`src/rtl/inst_encoder_pkg.sv`:
```
// rtl/inst_encoder_pkg.sv - shared constants, state type and range helper for the instruction encoder
package inst_encoder_pkg;

  localparam logic [2:0] IMM_I = 3'b000;
  localparam logic [2:0] IMM_S = 3'b001;
  localparam logic [2:0] IMM_B = 3'b101;
  localparam logic [2:0] IMM_U = 3'b010;
  localparam logic [2:0] IMM_J = 3'b110;

  localparam logic [2:0] F3_SLL = 3'b001;
  localparam logic [2:0] F3_SRL = 3'b101;

  typedef enum logic {ST_EMPTY, ST_FULL} state_t;

  // True when v is representable as a signed value of msb+1 bits.
  function automatic logic fits_signed(input logic [31:0] v, input int unsigned msb);
    logic [31:0] s;
    s = $signed(v) >>> msb;
    return (s == '0) || (s == '1);
  endfunction

endpackage

```
`src/rtl/imm_pack.sv`:
```
// rtl/imm_pack.sv - packs instruction fields into a 32-bit word and range-checks the immediate
module imm_pack
  import inst_encoder_pkg::*;
(
  input  logic [2:0]  i_imm_src,
  input  logic [6:0]  i_opcode,
  input  logic [4:0]  i_rd,
  input  logic [2:0]  i_funct3,
  input  logic [4:0]  i_rs1,
  input  logic [4:0]  i_rs2,
  input  logic [6:0]  i_funct7,
  input  logic [31:0] i_imm,
  output logic [31:0] o_inst,
  output logic        o_legal
);

  always_comb begin
    o_inst  = '0;
    o_legal = 1'b0;
    case (i_imm_src)
      IMM_I: begin
        // Shift forms carry Funct7 and a 5-bit shamt in the immediate slot
        if (i_funct3 == F3_SLL || i_funct3 == F3_SRL) begin
          o_inst  = {i_funct7, i_imm[4:0], i_rs1, i_funct3, i_rd, i_opcode};
          o_legal = (i_imm[31:5] == '0);
        end else begin
          o_inst  = {i_imm[11:0], i_rs1, i_funct3, i_rd, i_opcode};
          o_legal = fits_signed(i_imm, 11);
        end
      end
      IMM_S: begin
        o_inst  = {i_imm[11:5], i_rs2, i_rs1, i_funct3, i_imm[4:0], i_opcode};
        o_legal = fits_signed(i_imm, 11);
      end
      IMM_B: begin
        o_inst  = {i_imm[12], i_imm[10:5], i_rs2, i_rs1, i_funct3, i_imm[4:1], i_imm[11], i_opcode};
        o_legal = fits_signed(i_imm, 12) && !i_imm[0];
      end
      IMM_U: begin
        o_inst  = {i_imm[31:12], i_rd, i_opcode};
        o_legal = (i_imm[11:0] == '0);
      end
      IMM_J: begin
        o_inst  = {i_imm[20], i_imm[10:1], i_imm[11], i_imm[19:12], i_rd, i_opcode};
        o_legal = fits_signed(i_imm, 20) && !i_imm[0];
      end
      default: begin
        o_inst  = '0;
        o_legal = 1'b0;
      end
    endcase
  end

endmodule

```
`src/rtl/inst_encoder.sv`:
```
// rtl/inst_encoder.sv - instruction encoder with one-entry output register, address counter and error count
module inst_encoder
  import inst_encoder_pkg::*;
#(
  parameter logic [31:0] BASE_ADDR = 32'h0000_0000,
  parameter int          ERR_W     = 8
) (
  input  logic             clk,
  input  logic             rst,
  input  logic             in_valid,
  output logic             in_ready,
  input  logic [2:0]       ImmSrc,
  input  logic [6:0]       Opcode,
  input  logic [4:0]       Rd,
  input  logic [2:0]       Funct3,
  input  logic [4:0]       Rs1,
  input  logic [4:0]       Rs2,
  input  logic [6:0]       Funct7,
  input  logic [31:0]      Imm,
  output logic             out_valid,
  input  logic             out_ready,
  output logic [31:0]      Inst,
  output logic [31:0]      Addr,
  input  logic             Base_load,
  input  logic [31:0]      Base_addr,
  output logic             Err,
  output logic [ERR_W-1:0] ErrCnt
);

  state_t             r_state;
  state_t             w_state_next;
  logic [31:0]        r_inst;
  logic [31:0]        r_addr;
  logic [31:0]        r_next_addr;
  logic               r_err;
  logic [ERR_W-1:0]   r_err_cnt;
  logic [31:0]        w_inst;
  logic               w_legal;
  logic               w_accept;
  logic               w_load;
  logic               w_drop;
  logic               w_hs;
  logic [31:0]        w_word_addr;

  imm_pack u_imm_pack (
    .i_imm_src (ImmSrc),
    .i_opcode  (Opcode),
    .i_rd      (Rd),
    .i_funct3  (Funct3),
    .i_rs1     (Rs1),
    .i_rs2     (Rs2),
    .i_funct7  (Funct7),
    .i_imm     (Imm),
    .o_inst    (w_inst),
    .o_legal   (w_legal)
  );

  assign in_ready    = !rst && ((r_state == ST_EMPTY) || out_ready);
  assign w_accept    = in_valid && in_ready;
  assign w_load      = w_accept && w_legal;
  assign w_drop      = w_accept && !w_legal;
  assign w_hs        = (r_state == ST_FULL) && out_ready;
  // A pending base reload belongs to the word being loaded in the same cycle
  assign w_word_addr = Base_load ? Base_addr : r_next_addr;

  always_comb begin
    w_state_next = r_state;
    case (r_state)
      ST_EMPTY: if (w_load) w_state_next = ST_FULL;
      ST_FULL:  if (w_load) w_state_next = ST_FULL;
                else if (w_hs) w_state_next = ST_EMPTY;
      default:  w_state_next = ST_EMPTY;
    endcase
  end

  always_ff @(posedge clk or posedge rst) begin
    if (rst) begin
      r_state     <= ST_EMPTY;
      r_inst      <= '0;
      r_addr      <= BASE_ADDR;
      r_next_addr <= BASE_ADDR;
      r_err       <= 1'b0;
      r_err_cnt   <= '0;
    end else begin
      r_state <= w_state_next;
      r_err   <= w_drop;
      if (w_load) begin
        r_inst      <= w_inst;
        r_addr      <= w_word_addr;
        r_next_addr <= w_word_addr + 32'd4;
      end else if (Base_load) begin
        r_next_addr <= Base_addr;
      end
      if (w_drop && (r_err_cnt != '1)) r_err_cnt <= r_err_cnt + 1'b1;
    end
  end

  assign out_valid = (r_state == ST_FULL);
  assign Inst      = r_inst;
  assign Addr      = r_addr;
  assign Err       = r_err;
  assign ErrCnt    = r_err_cnt;

endmodule

```
`config.mk`:
```
export PLATFORM = sky130hd
export DESIGN_NAME = inst_encoder
export DESIGN_NICKNAME = d
export VERILOG_FILES = /design/src/rtl/inst_encoder_pkg.sv /design/src/rtl/imm_pack.sv /design/src/rtl/inst_encoder.sv
export SDC_FILE = /design/constraint.sdc
export NUM_CORES = 1
export LEC_CHECK = 0
export ABC_AREA = 1
export BUFFER_PORTS_ARGS = -buffer_cell sky130_fd_sc_hd__buf_2
export CELL_PAD_IN_SITES_DETAIL_PLACEMENT = 1
export CELL_PAD_IN_SITES_GLOBAL_PLACEMENT = 1
export CORE_MARGIN = 8
export CORE_UTILIZATION = 30
export CTS_CLUSTER_SIZE = 30
export DETAILED_ROUTE_END_ITERATION = 6
export GPL_ROUTABILITY_DRIVEN = 0
export PLACE_DENSITY = 0.7
export SLEW_MARGIN = 40
export SYNTH_ARGS = -nofsm -noshare
export SYNTH_HDL_FRONTEND = slang
export SYNTH_HIERARCHICAL = 1
export SYNTH_SLANG_ARGS = --single-unit
export TNS_END_PERCENT = 100
```
`constraint.sdc`:
```
create_clock -name clk -period 5.2 [get_ports clk]
set_input_delay 0.26 -clock clk [delete_from_list [all_inputs] [get_ports clk]]
set_output_delay 0.26 -clock clk [all_outputs]
set_load 0.1 [all_outputs]
```
=== Word level (Yosys, flattened, before mapping) ===
Cells that the tools add are included.

* Output and inout bits: 75
* Register bits: 106

* Bitwise logic cells: 1
* Muxes and demuxes: 10
* Eq/ne operators: 10
* Reductions and logical operators: 22
* Add/subtract/negate cells: 2

{| class="wikitable"
|+ Operator list
! cell !! number
|-
| 32-bit case mux with 5 select lines || 1
|-
| 32-bit == test, second input constant || 3
|-
| 32-bit zero test || 3
|-
| 32-bit two-way mux || 3
|-
| 32-bit by 3-bit adder with 32-bit output, second input constant || 1
|-
| 27-bit zero test || 1
|-
| 12-bit zero test || 1
|-
| 3-bit == test, second input constant || 3
|-
| 8-bit by 1-bit adder with 8-bit output, second input constant || 1
|-
| 1-bit logical AND || 8
|-
| 8-bit != test, second input constant || 1
|-
| 3-bit by 1-bit == test with 1-bit output, second input constant || 2
|-
| 1-bit logical OR || 5
|-
| 1-bit case mux with 5 select lines || 1
|-
| 1-bit two-way mux || 4
|-
| 3-bit by 2-bit == test with 1-bit output, second input constant || 1
|-
| 1-bit zero test || 3
|-
| 3-bit zero test || 1
|-
| 1-bit case mux with 2 select lines || 1
|-
| 1-bit NOT || 1
|}

=== Depth between registers and ports, before layout ===
Gate-level depths: netlist of the first run.

* Word-level depth: 7
* Depth in mapped cells: 20
* Depth with buffers taken out: 19

=== Cells and area by module ===
Netlist of the first run, hierarchy kept.

{| class="wikitable"
|+ By module, submodules not included
! module !! cells an instance !! times used !! area an instance (µm²)
|-
| inst_encoder || 688 || 1 || 5312.6
|-
| imm_pack || 200 || 1 || 873.3
|}

=== Worst setup path before layout of the first run ===
Ideal clock, no wire load.

* Path type: input -> register
* Start: input rst
* End: register r_next_addr[28]
* Required time: 5082 ps
* Setup time: 118 ps
* Data arrival time: 3681 ps
* Buffers on the path: 1
* Cell stages on the path: 9
* Slack: 1401 ps
* Path through: inv_1 -> nand3_1 -> nor2_1 -> buf_2 -> nand2_1 -> nor2_1 -> nand4_1 -> nand2_1 -> nand2_1

* Word-level cells in the longest chain between the ends: 5

{| class="wikitable"
|+ Ends and longest elaborated chain
! what !! line !! RTL
|-
| from (decl) || inst_encoder.sv:9 || <nowiki>input logic rst,</nowiki>
|-
| 1-bit zero test (no line) || n/a ||
|-
| 1-bit logical AND || inst_encoder.sv:58 || <nowiki>assign in_ready = !rst && ((r_state == ST_EMPTY) || out_ready);</nowiki>
|-
| 1-bit logical AND || inst_encoder.sv:59 || <nowiki>assign w_accept = in_valid && in_ready;</nowiki>
|-
| 1-bit logical AND || inst_encoder.sv:60 || <nowiki>assign w_load = w_accept && w_legal;</nowiki>
|-
| 32-bit two-way mux || inst_encoder.sv:87 || <nowiki>if (w_load) begin</nowiki>
|-
| to (signal assigned) || inst_encoder.sv:90 || <nowiki>r_next_addr <= w_word_addr + 32'd4;</nowiki>
|-
| to (signal assigned) || inst_encoder.sv:92 || <nowiki>r_next_addr <= Base_addr;</nowiki>
|-
| to (decl) || inst_encoder.sv:34 || <nowiki>logic [31:0] r_next_addr;</nowiki>
|}

Every way passes these cells.
A chain may end at the register's enable or synchronous reset.

=== Final worst setup path of the first run ===
* Start: input ImmSrc[1]
* End: register r_next_addr[26]

* Word-level cells in the longest chain between the ends: 4
* Elaborated cells between the ends (all ways): 8
* Classes of those cells: eq/ne (4); mux (2); reduce/logical (2)

{| class="wikitable"
|+ Ends and longest elaborated chain
! what !! line !! RTL
|-
| from (decl) || inst_encoder.sv:12 || <nowiki>input logic [2:0] ImmSrc,</nowiki>
|-
| 3-bit == test, or another cell as far along || imm_pack.sv:20 || <nowiki>case (i_imm_src)</nowiki>
|-
| 1-bit case mux with 5 select lines (*) || imm_pack.sv:20 ||
|-
| net w_legal || inst_encoder.sv:38 || <nowiki>logic w_legal;</nowiki>
|-
| 1-bit logical AND (*) || inst_encoder.sv:60 ||
|-
| 32-bit two-way mux (*) || inst_encoder.sv:87 ||
|}

Mark *: on every way through the listed nets, which the timed path passes. The rest lies on a longest branch.

==> impl_metrics.py, run 1 <==
metrics = {
    "status": {
        "status": "finished with violations",
        "violations": "hold timing",
    },
    "sta": {
        "rsz0062_at_grt": "false",
        "hold_slack_ns": -0.0147,
        "slew_violations": 0,
        "worst_pin_slew_ns": 0.684,
        "hold_viol": 6,
        "clock_skew_ns": 0.0102,
        "tns_ns": 0,
        "post-route-period-util": 0.436,
        "fin_crit_ns": 2.27,
        "fmax_mhz": 441,
        "finalSetupViolations": 0,
        "slew_headroom": 0.544,
    },
    "route": {
        "dr.pass1.iters": 4,
        "drc": 0,
        "drtIter0Drc": 266,
        "wl_mm": 20.7,
        "postRouteAntennaNets": 0,
        "vias": 6029,
        "wl_per_cell_um": 15.6,
        "viasPerCell": 4.53,
    },
    "setup_path": {
        "worstPathCellList": "buf_2 > inv_2 > nor2_2 > nand2_1 > inv_1 > nand2_1 > nand2_1 > nand2_1 > nand2_1 > nand4_1 > buf_4 > nor2_4 > nand4_1 > nand2_1 > nand2_1",
        "start_kind": "primary input",
        "worstPathMaxFanout": 65,
        "slowest_stage": "nor2_2",
        "r2r_cells": 7,
        "r2r_end": "r_next_addr[23]$_DFF_PP0_",
        "cp-end-kind": "register",
        "cpMostUsedCell": "nand2_1",
        "required_ns": 5.45,
        "critical_path_arrival_ns": 2.51,
        "slowest_delay_ns": 0.45,
        "worstSetupPathType": "in2reg",
        "rrSetupSlack_ns": 3.44,
        "timing.rr.start": "out_valid$_DFF_PP0_",
    },
    "layout": {
        "fill_cells": 2647,
        "drive_above_1_share": 0.248,
        "layout_commonest_cell": "nand2_1",
        "antenna_cells": 0,
        "layout.nets": 1162,
        "synthToLayoutAreaGrowth_pct": 22.7,
        "mostFrequentLayoutCells": "nand2_1 (380), buf_2 (178), dfrtp_1 (106)",
    },
    "synth": {
        "ys_seq_area_frac": 0.429,
        "syn_avg_cell_area_um2": 6.97,
        "ys_warn_count": 6,
        "yosysUniqueCellTypes": 35,
        "syn_inst": 888,
        "syn-num-nets": 994,
        "ys_seq_elements": 106,
        "async_flop_share": 1.00,
        "synth_enable_flop_cells": 0,
        "yosysTopAreaCell": "dfrtp_1",
        "ys.flop_type": "dfrtp_1",
        "synth_top_cell_area_share": 0.429,
        "syn_area_um2": 6190,
        "synthTopCellsByArea": "dfrtp_1 (43%), nand2_1 (23%), inv_1 (6.4%), o21ai_0 (3.6%), nor2_1 (3.5%)",
    },
    "cts": {
        "clkSinkCount": 106,
        "postCtsSetupBuffers": 0,
        "h-tree-depth": 3,
        "hold_buffers": 0,
        "root_buffer": "clkbuf_16",
        "cts_resized": 0,
        "clk_path_buf_depth": 2,
        "cts.clk_slew.worst_paths_ns": 0.08,
        "cts_tree": "done",
        "clk_latency_ns": 0.36,
        "numCtsBuffers": 9,
    },
    "floorplanning": {
        "core_area_um2": 20200,
        "initial_utilization": 0.306,
        "dieWidth_um": 160,
        "rows": 52,
        "io_pins": 179,
        "chipHeight_um": 160,
        "die_area_um2": 25500,
    },
    "place": {
        "dpl.hpwl_mm": 16.4,
        "io_buffer_count": 178,
    },
    "power_and_ir_drop": {
        "netSwitchingPower_mw": 0.761,
        "p_comb_frac": 0.246,
        "ir_drop_v": 0.000118,
        "p_clk_frac": 0.324,
        "p_int_mw": 1.33,
        "swShare": 0.363,
        "leakage_nw": 4.36,
        "seq_power_share": 0.430,
        "pwr_density_cell_nw_per_um2": 276,
    },
    "global_routing": {
        "grt_start_max_net_pins": 66,
        "top_usage_layer": "met2",
        "grt_use_met2": 0.278,
        "gr-total-overflow": 0,
        "grt_use_met1": 0.207,
        "grt_pass1_wl_mm": 34.4,
        "antenna_found_initial": 1,
        "grt_pass1_vias": 6673,
        "grt.total_usage": 0.165,
        "use_met3": 0.0398,
    },
    "hold_path": {
        "hold_class": "in2async",
    },
    "job": {
        "drv_cap": 0,
    },
}
==> metal layers <==
metal  part of all wire  vias to the layer above
met5            0.00063                        -
met4              0.011                        2
met3              0.049                       16
met2               0.47                      132
met1               0.47                     2819
li1                   -                     3060
==> logic make-up (layout without fill, tap and decap cells) <==
group,count (synthesis),count (layout),share of synthesized area
flops,106,106,0.429
compound gates,71,71,0.0639
xor+xnor,18,18,0.0255
simple gates,550,550,0.380
buf+inv,141,314,0.0973
fa+ha+maj,2,2,0.00404
==> flip-flops by register name (all words and copies together), names as in the netlist <==
register,flops
Err,1
out_valid,1
Addr,32
ErrCnt,8
Inst,32
r_next_addr,32
==> cell usage after synthesis, types with 7 or more instances <==
cell      count
dfrtp_1     106
inv_1       105
nand2_1     380
o21ai_1       9
o21ai_0      44
nor2_1       58
inv_2         8
nand4_1      19
o211ai_1      7
xnor2_1       7
nor2_2       14
nand3_1      35
clkbuf_1      9
nand2_2      25
xor2_1       11
==> cell type report <==
cell class              count  area, um2  area share
flip-flops and latches    106       2650       0.349
multi-input cells         641       2940       0.387
inverters                 115        439      0.0579
clock buffers              10        239      0.0315
well taps                 270        338      0.0445
repair buffers            183        932       0.123
clock inverters             6       51.3     0.00676
==> through the flow <==
step	power, mW	instance area [um2]	worst slack [ns]	util	cells
3_5_place_dp	1.44	7300	2.54	0.361	1315
3_3_place_gp	1.43	7300	2.64	0.361	1315
5_1_grt	2.21	7590	2.67	0.375	1331
2_1_floorplan	1.29	6190	1.40	-	888
6_report	2.10	7590	2.93	0.375	1331
4_1_cts	2.13	7590	2.92	0.375	1331
==> worst max-delay path by stage <==
| stage | start | end | slack, ns |
|---|---|---|---|
| 2_1_floorplan | rst | r_next_addr[28]$_DFF_PP0_ | 1.40 |
| 3_3_place_gp | ImmSrc[0] | r_next_addr[30]$_DFF_PP0_ | 2.64 |
| 3_5_place_dp | ImmSrc[0] | r_next_addr[26]$_DFF_PP0_ | 2.54 |
| 4_1_cts | ImmSrc[0] | r_next_addr[26]$_DFF_PP0_ | 2.92 |
| 5_1_grt | ImmSrc[1] | r_next_addr[23]$_DFF_PP0_ | 2.67 |
| 6_report | ImmSrc[1] | r_next_addr[26]$_DFF_PP0_ | 2.93 |
==> critical path: cells and delay by family <==
| kind | cells | cell delay (ns) |
|---|---|---|
| buf+inv | 4 | 0.68 |
| simple gates | 11 | 1.54 |
==> power groups by stage <==
| stage | clock network (mW) | logic (mW) | registers, mW |
|---|---|---|---|
| 2_1_floorplan | 0 | 0.214 | 1.08 |
| 3_3_place_gp | 0 | 0.514 | 0.916 |
| 3_5_place_dp | 0 | 0.519 | 0.918 |
| 4_1_cts | 0.706 | 0.522 | 0.902 |
| 5_1_grt | 0.736 | 0.563 | 0.908 |
| 6_report | 0.679 | 0.516 | 0.901 |
Note: power is estimated with default switching activity, not from simulation.
==> inputs of run 2 (changes only) <==
clock period = 2.1 ns   (was 5.2 ns; I/O delays follow)
==> impl_metrics.py, run 2 (synthesis gave the netlist of run 1 again) <==
metrics = {
    "status": {
        "status": "finished clean",
    },
    "setup_path": {
        "cp-end-kind": "register",
        "required_ns": 2.35,
        "crit_buf_inv": 3,
        "worstPathCellList": "buf_2 > nor2_1 > nand2_1 > nor2_1 > nand3_1 > a21oi_1 > nor2_1 > nand2_1 > inv_1 > nor2_4 > buf_4 > nand2_4 > nor2_2 > nand4_1 > nand2_1 > nand2_1",
        "cpMostUsedCell": "nand2_1",
        "worstSetupPathType": "in2reg",
        "start_kind": "primary input",
        "critical_path_arrival_ns": 2.04,
        "critPathTopFamily": "simple AND/OR/NAND/NOR gates",
        "slowest_stage": "buf_4",
        "slowest_delay_ns": 0.23,
        "worstPathMaxFanout": 8,
    },
    "floorplanning": {
        "die_area_um2": 25500,
        "initial_utilization": 0.306,
        "chipHeight_um": 160,
        "core_area_um2": 20200,
        "io_pins": 179,
        "rows": 52,
        "dieWidth_um": 160,
    },
    "sta": {
        "fmax_mhz": 557,
        "slew_headroom": 0.608,
        "post-route-period-util": 0.855,
        "slew_violations": 0,
        "finalSetupViolations": 0,
        "clock_skew_ns": 0.00873,
        "worst_pin_slew_ns": 0.589,
        "tns_ns": 0,
        "rsz0062_at_grt": "false",
        "hold_viol": 0,
        "fin_crit_ns": 1.79,
    },
    "route": {
        "postRouteAntennaNets": 0,
        "viasPerCell": 4.55,
        "drtIter0Drc": 159,
        "wl_mm": 21.2,
        "dr.pass1.iters": 4,
        "drc": 0,
        "wl_per_cell_um": 15.4,
        "vias": 6270,
    },
    "power_and_ir_drop": {
        "netSwitchingPower_mw": 1.89,
        "seq_power_share": 0.426,
        "p_clk_frac": 0.319,
        "leakage_nw": 4.59,
        "swShare": 0.360,
        "p_int_mw": 3.35,
        "ir_drop_v": 0.000359,
        "p_comb_frac": 0.255,
        "pwr_density_cell_nw_per_um2": 654,
    },
    "job": {
        "drv_cap": 0,
    },
    "layout": {
        "fill_cells": 2627,
        "drive_above_1_share": 0.285,
        "mostFrequentLayoutCells": "nand2_1 (377), buf_2 (178), dfrtp_1 (106)",
        "instances_no_fill": 1379,
        "layout.nets": 1209,
        "layout_commonest_cell": "nand2_1",
        "synthToLayoutAreaGrowth_pct": 29.4,
    },
    "cts": {
        "cts_resized": 0,
        "clk_path_buf_depth": 2,
        "h-tree-depth": 3,
        "clkSinkCount": 106,
        "root_buffer": "clkbuf_16",
        "postCtsSetupBuffers": 0,
        "cts.clk_slew.worst_paths_ns": 0.08,
        "hold_buffers": 3,
        "numCtsBuffers": 9,
        "clk_latency_ns": 0.35,
        "cts_tree": "done",
    },
    "place": {
        "dp.cells": 1359,
        "dpl.hpwl_mm": 17.2,
        "io_buffer_count": 178,
    },
    "global_routing": {
        "gr-total-overflow": 0,
        "antenna_found_initial": 1,
        "grt.total_usage": 0.168,
        "grt_start_max_net_pins": 92,
        "grt_pass1_wl_mm": 35.1,
        "grt_pass1_vias": 6857,
    },
    "hold_path": {
        "hold_class": "in2reg",
    },
}
-- run 2: changes by cell type in the layout (fill, tap and decap cells not counted), sizes merged --
cell,before,now
dlygate4sd3,0,3
clkbuf,10,11
inv,115,114
clkinvlp,1,3
buf,183,227
clkinv,5,3
diode,0,1
-- run 2: final timing paths --
| path | depth (start not counted) | from | to | slack, ns |
|---|---|---|---|---|
| setup reg to reg | 9 | out_valid$_DFF_PP0_ | r_next_addr[28]$_DFF_PP0_ | 0.37 |
| hold reg to reg | 2 | Addr[20]$_DFFE_PP0P_ | Addr[20]$_DFFE_PP0P_ | 0.48 |
| hold / removal | 5 | Opcode[1] | Inst[1]$_DFFE_PP0P_ | 0.03 |
| setup / recovery | 16 | Imm[15] | r_next_addr[28]$_DFF_PP0_ | 0.31 |
| max in group asynchronous | 4 | rst | Addr[11]$_DFFE_PP0P_ | 1.13 |
| min in group asynchronous | 4 | rst | Inst[31]$_DFFE_PP0P_ | 0.43 |
-- run 2: area by class of cell --
cell class              instances  area (um2)  area share
multi-input cells             641        2980       0.372
flip-flops and latches        106        2650       0.331
repair buffers                230        1310       0.164
inverters                     115         440      0.0550
well taps                     270         338      0.0422
clock buffers                  11         243      0.0303
clock inverters                 5        37.5     0.00469
diodes                          1        2.50    0.000313
-- run 2: worst register-to-register path: cells and delay by family (launching register included) --
| family | cells | cell delay, ns |
|---|---|---|
| AND/OR/NAND/NOR | 8 | 0.95 |
| flip-flops | 1 | 0.42 |
| buffers and inverters | 1 | 0.24 |
-- run 2: power by group through the flow --
stage / sequential [mW] / combinational, mW / clock [mW]
2_1_floorplan: 2.67 / 0.537 / 0
3_3_place_gp: 2.27 / 1.33 / 0
3_5_place_dp: 2.27 / 1.34 / 0
4_1_cts: 2.23 / 1.35 / 1.73
5_1_grt: 2.24 / 1.46 / 1.78
6_report: 2.23 / 1.34 / 1.67
-- run 2: metrics by stage --
stage,instance area [um2],worst slack [ns],hold slack (ns),power (mW),util
global placement,7690,0.0445,0.272,3.60,0.380
finish,8000,0.305,0.0285,5.24,0.395
detailed placement,7690,-0.0503,0.272,3.62,0.380
CTS,8000,0.318,0.0145,5.32,0.395
global route,8000,0.149,0.0413,5.48,0.395
floorplan,6290,-0.643,0.241,3.20,-
-- run 2: per-layer routing --
metal | track usage | share of wire | up-vias
li1 | - | - | 3152
met1 | 0.199 | 0.44 | 2946
met2 | 0.287 | 0.48 | 147
met3 | 0.0522 | 0.063 | 23
met4 | 0.0506 | 0.017 | 2
met5 | 0 | 0.00047 | -
==> inputs of run 3 (changes only) <==
ABC_AREA = default   (was 1)
CORE_UTILIZATION = 39   (was 30)
PLACE_DENSITY = 0.83   (was 0.7)
==> impl_metrics.py, run 3 <==
metrics = {
    "status": {
        "status": "finished clean",
    },
    "sta": {
        "clock_skew_ns": 0.00707,
        "tns_ns": 0,
        "slew_violations": 0,
        "worst_pin_slew_ns": 0.666,
        "hold_viol": 0,
        "fin_crit_ns": 2.09,
        "slew_headroom": 0.556,
        "timing.final.ws_setup_ns": 0.00718,
        "finalSetupViolations": 0,
        "post-route-period-util": 0.997,
        "rsz0062_at_grt": "true",
        "fmax_mhz": 478,
    },
    "global_routing": {
        "grt.total_usage": 0.211,
        "gr-total-overflow": 0,
        "grt_pass1_vias": 6215,
        "grt_pass1_wl_mm": 33.0,
        "antenna_found_initial": 1,
        "grt_start_max_net_pins": 63,
    },
    "synth": {
        "synth_top_family_by_area": "simple AND/OR/NAND/NOR gates",
        "syn-num-nets": 725,
        "yosysTopAreaCell": "dfrtp_1",
        "synthSimpleGateAreaFrac": 0.258,
        "async_flop_share": 1.00,
        "syn_area_um2": 5810,
        "synth_xor_xnor_area_share": 0.0572,
        "ys_seq_area_frac": 0.456,
        "yosysMostFrequentCell": "nand2_1",
        "syn_inst": 619,
        "synthAdderAreaFrac": 0.00430,
        "synth_top_cell_area_share": 0.456,
        "ys_warn_count": 6,
        "synth_compound_area_frac": 0.122,
        "ys_seq_elements": 106,
        "synthTopCellsByCount": "nand2_1 (171), dfrtp_1 (106), o21ai_0 (32), nor2_1 (25), mux2i_1 (22)",
        "synthTopCellsByArea": "dfrtp_1 (46%), nand2_1 (11%), mux2i_1 (3.8%), mux2_2 (3.1%), xnor2_1 (2.9%)",
        "ys.flop_type": "dfrtp_1",
        "syn_avg_cell_area_um2": 9.39,
        "synth_enable_flop_cells": 0,
        "yosysUniqueCellTypes": 59,
        "synth_mux_area_frac": 0.0689,
    },
    "route": {
        "viasPerCell": 5.42,
        "wl_per_cell_um": 20.2,
        "drtIter0Drc": 225,
        "postRouteAntennaNets": 0,
        "drc": 0,
        "dr.pass1.iters": 4,
        "wl_mm": 20.8,
        "vias": 5579,
    },
    "cts": {
        "cts.clk_slew.worst_paths_ns": 0.07,
        "h-tree-depth": 3,
        "root_buffer": "clkbuf_16",
        "clk_path_buf_depth": 2,
        "cts_tree": "done",
        "numCtsBuffers": 9,
        "clk_latency_ns": 0.36,
        "clkSinkCount": 106,
    },
    "setup_path": {
        "critPathLaunch": "Imm[28]",
        "critical_path_arrival_ns": 2.36,
        "r2r_end": "r_next_addr[30]$_DFF_PP0_",
        "cp-end-kind": "register",
        "timing.rr.start": "r_next_addr[2]$_DFF_PP0_",
        "r2r_cells": 7,
        "required_ns": 2.37,
        "worstPathMaxFanout": 3,
        "rrSetupSlack_ns": 0.11,
        "cp-endpoint": "r_next_addr[30]$_DFF_PP0_",
        "start_kind": "primary input",
        "worstSetupPathType": "in2reg",
    },
    "layout": {
        "drive_above_1_share": 0.381,
        "synthToLayoutAreaGrowth_pct": 34.7,
        "multiInputGateArea_um2": 3180,
        "layout.nets": 946,
        "instances_no_fill": 1030,
        "layout_commonest_cell": "buf_2",
        "final_design_area_no_fill_um2": 7830,
        "fill_cells": 1745,
        "post-route-util": 0.539,
        "seq_area_um2": 2650,
        "mostFrequentLayoutCells": "buf_2 (170), nand2_1 (168), dfrtp_1 (106)",
    },
    "hold_path": {
        "hold_class": "in2async",
    },
    "job": {
        "drv_cap": 0,
    },
    "floorplanning": {
        "chipHeight_um": 138,
        "initial_utilization": 0.400,
        "core_area_um2": 14500,
        "die_area_um2": 19100,
        "rows": 44,
        "dieWidth_um": 138,
        "io_pins": 179,
    },
    "place": {
        "dpl_cell_area_um2": 7320,
        "dpl.hpwl_mm": 15.7,
        "dp.cells": 1010,
        "place_ws_ns": -0.461,
        "io_buffer_count": 178,
    },
    "power_and_ir_drop": {
        "leakage_nw": 3.99,
        "ir_drop_v": 0.000836,
        "pwr_density_cell_nw_per_um2": 677,
    },
}
## run 3: layout make-up
| cell class | instances | share of cell area |
|---|---|---|
| inverter | 7 | 0.00384 |
| timing repair buffer | 240 | 0.182 |
| clock buffer | 11 | 0.0323 |
| sequential | 106 | 0.339 |
| tap | 184 | 0.0294 |
| antenna | 1 | 0.000320 |
| multi-input combinational | 476 | 0.407 |
| clock inverter | 5 | 0.00671 |
## run 3: worst min-delay path by stage
stage,slack [ns],from,end,depth (start not counted)
6_report,0.004,rst,r_next_addr[26]$_DFF_PP0_,3
5_1_grt,0.02,Base_addr[1],r_next_addr[1]$_DFF_PP0_,2
4_1_cts,0.004,Base_addr[1],r_next_addr[1]$_DFF_PP0_,2
3_5_place_dp,0.37,Base_addr[0],r_next_addr[0]$_DFF_PP0_,2
3_3_place_gp,0.36,Base_addr[0],r_next_addr[0]$_DFF_PP0_,2
2_1_floorplan,0.20,rst,Err$_DFF_PP0_,1
## run 3: power by group
group	switching [mW]	internal (mW)	total [mW]
logic	0.851	0.394	1.24
clock network	0.787	0.985	1.77
registers	0.130	2.15	2.28
## run 3: logic make-up (layout without fill, tap and decap cells)
| kind of cell | Yosys count | count (layout) |
|---|---|---|
| adders and majority gates | 2 | 2 |
| AOI/OAI and AO/OA | 97 | 97 |
| buffers and inverters | 37 | 263 |
| DFF | 106 | 106 |
| xor gates and xnor gates | 38 | 38 |
| and+or+nand+nor | 301 | 301 |
| muxes | 38 | 38 |
| other | 0 | 1 |
## run 3: metrics by stage
step | power (mW) | hold WS [ns]
2_1_floorplan | 3.12 | 0.202
3_3_place_gp | 3.47 | 0.360
3_5_place_dp | 3.53 | 0.368
4_1_cts | 5.32 | 0.00411
5_1_grt | 5.52 | 0.0198
6_report | 5.30 | 0.00427
## run 3: worst max-delay path: stages
cell,delay (ns)
buf_2,0.13
buf_4,0.13
nand4_1,0.10
or3_1,0.39
o41a_1,0.13
o221ai_2,0.25
buf_4,0.17
nand4_1,0.17
a221o_1,0.37
nor4_4,0.20
xor2_1,0.21
## run 3: layer usage
layer	GRT usage	part of all wire
met1	0.240	0.41
met2	0.370	0.52
met3	0.0449	0.045
met4	0.0978	0.026
met5	0	0
## run 3: what timing repair did
item / CTS / global route
setup endpoints to repair: 11 / 94
pin swaps: 0 / 8
hold endpoints to repair: 1 / 0
resized for setup: 2 / 30
hold buffers: 1 / 0
setup buffers: 0 / 2
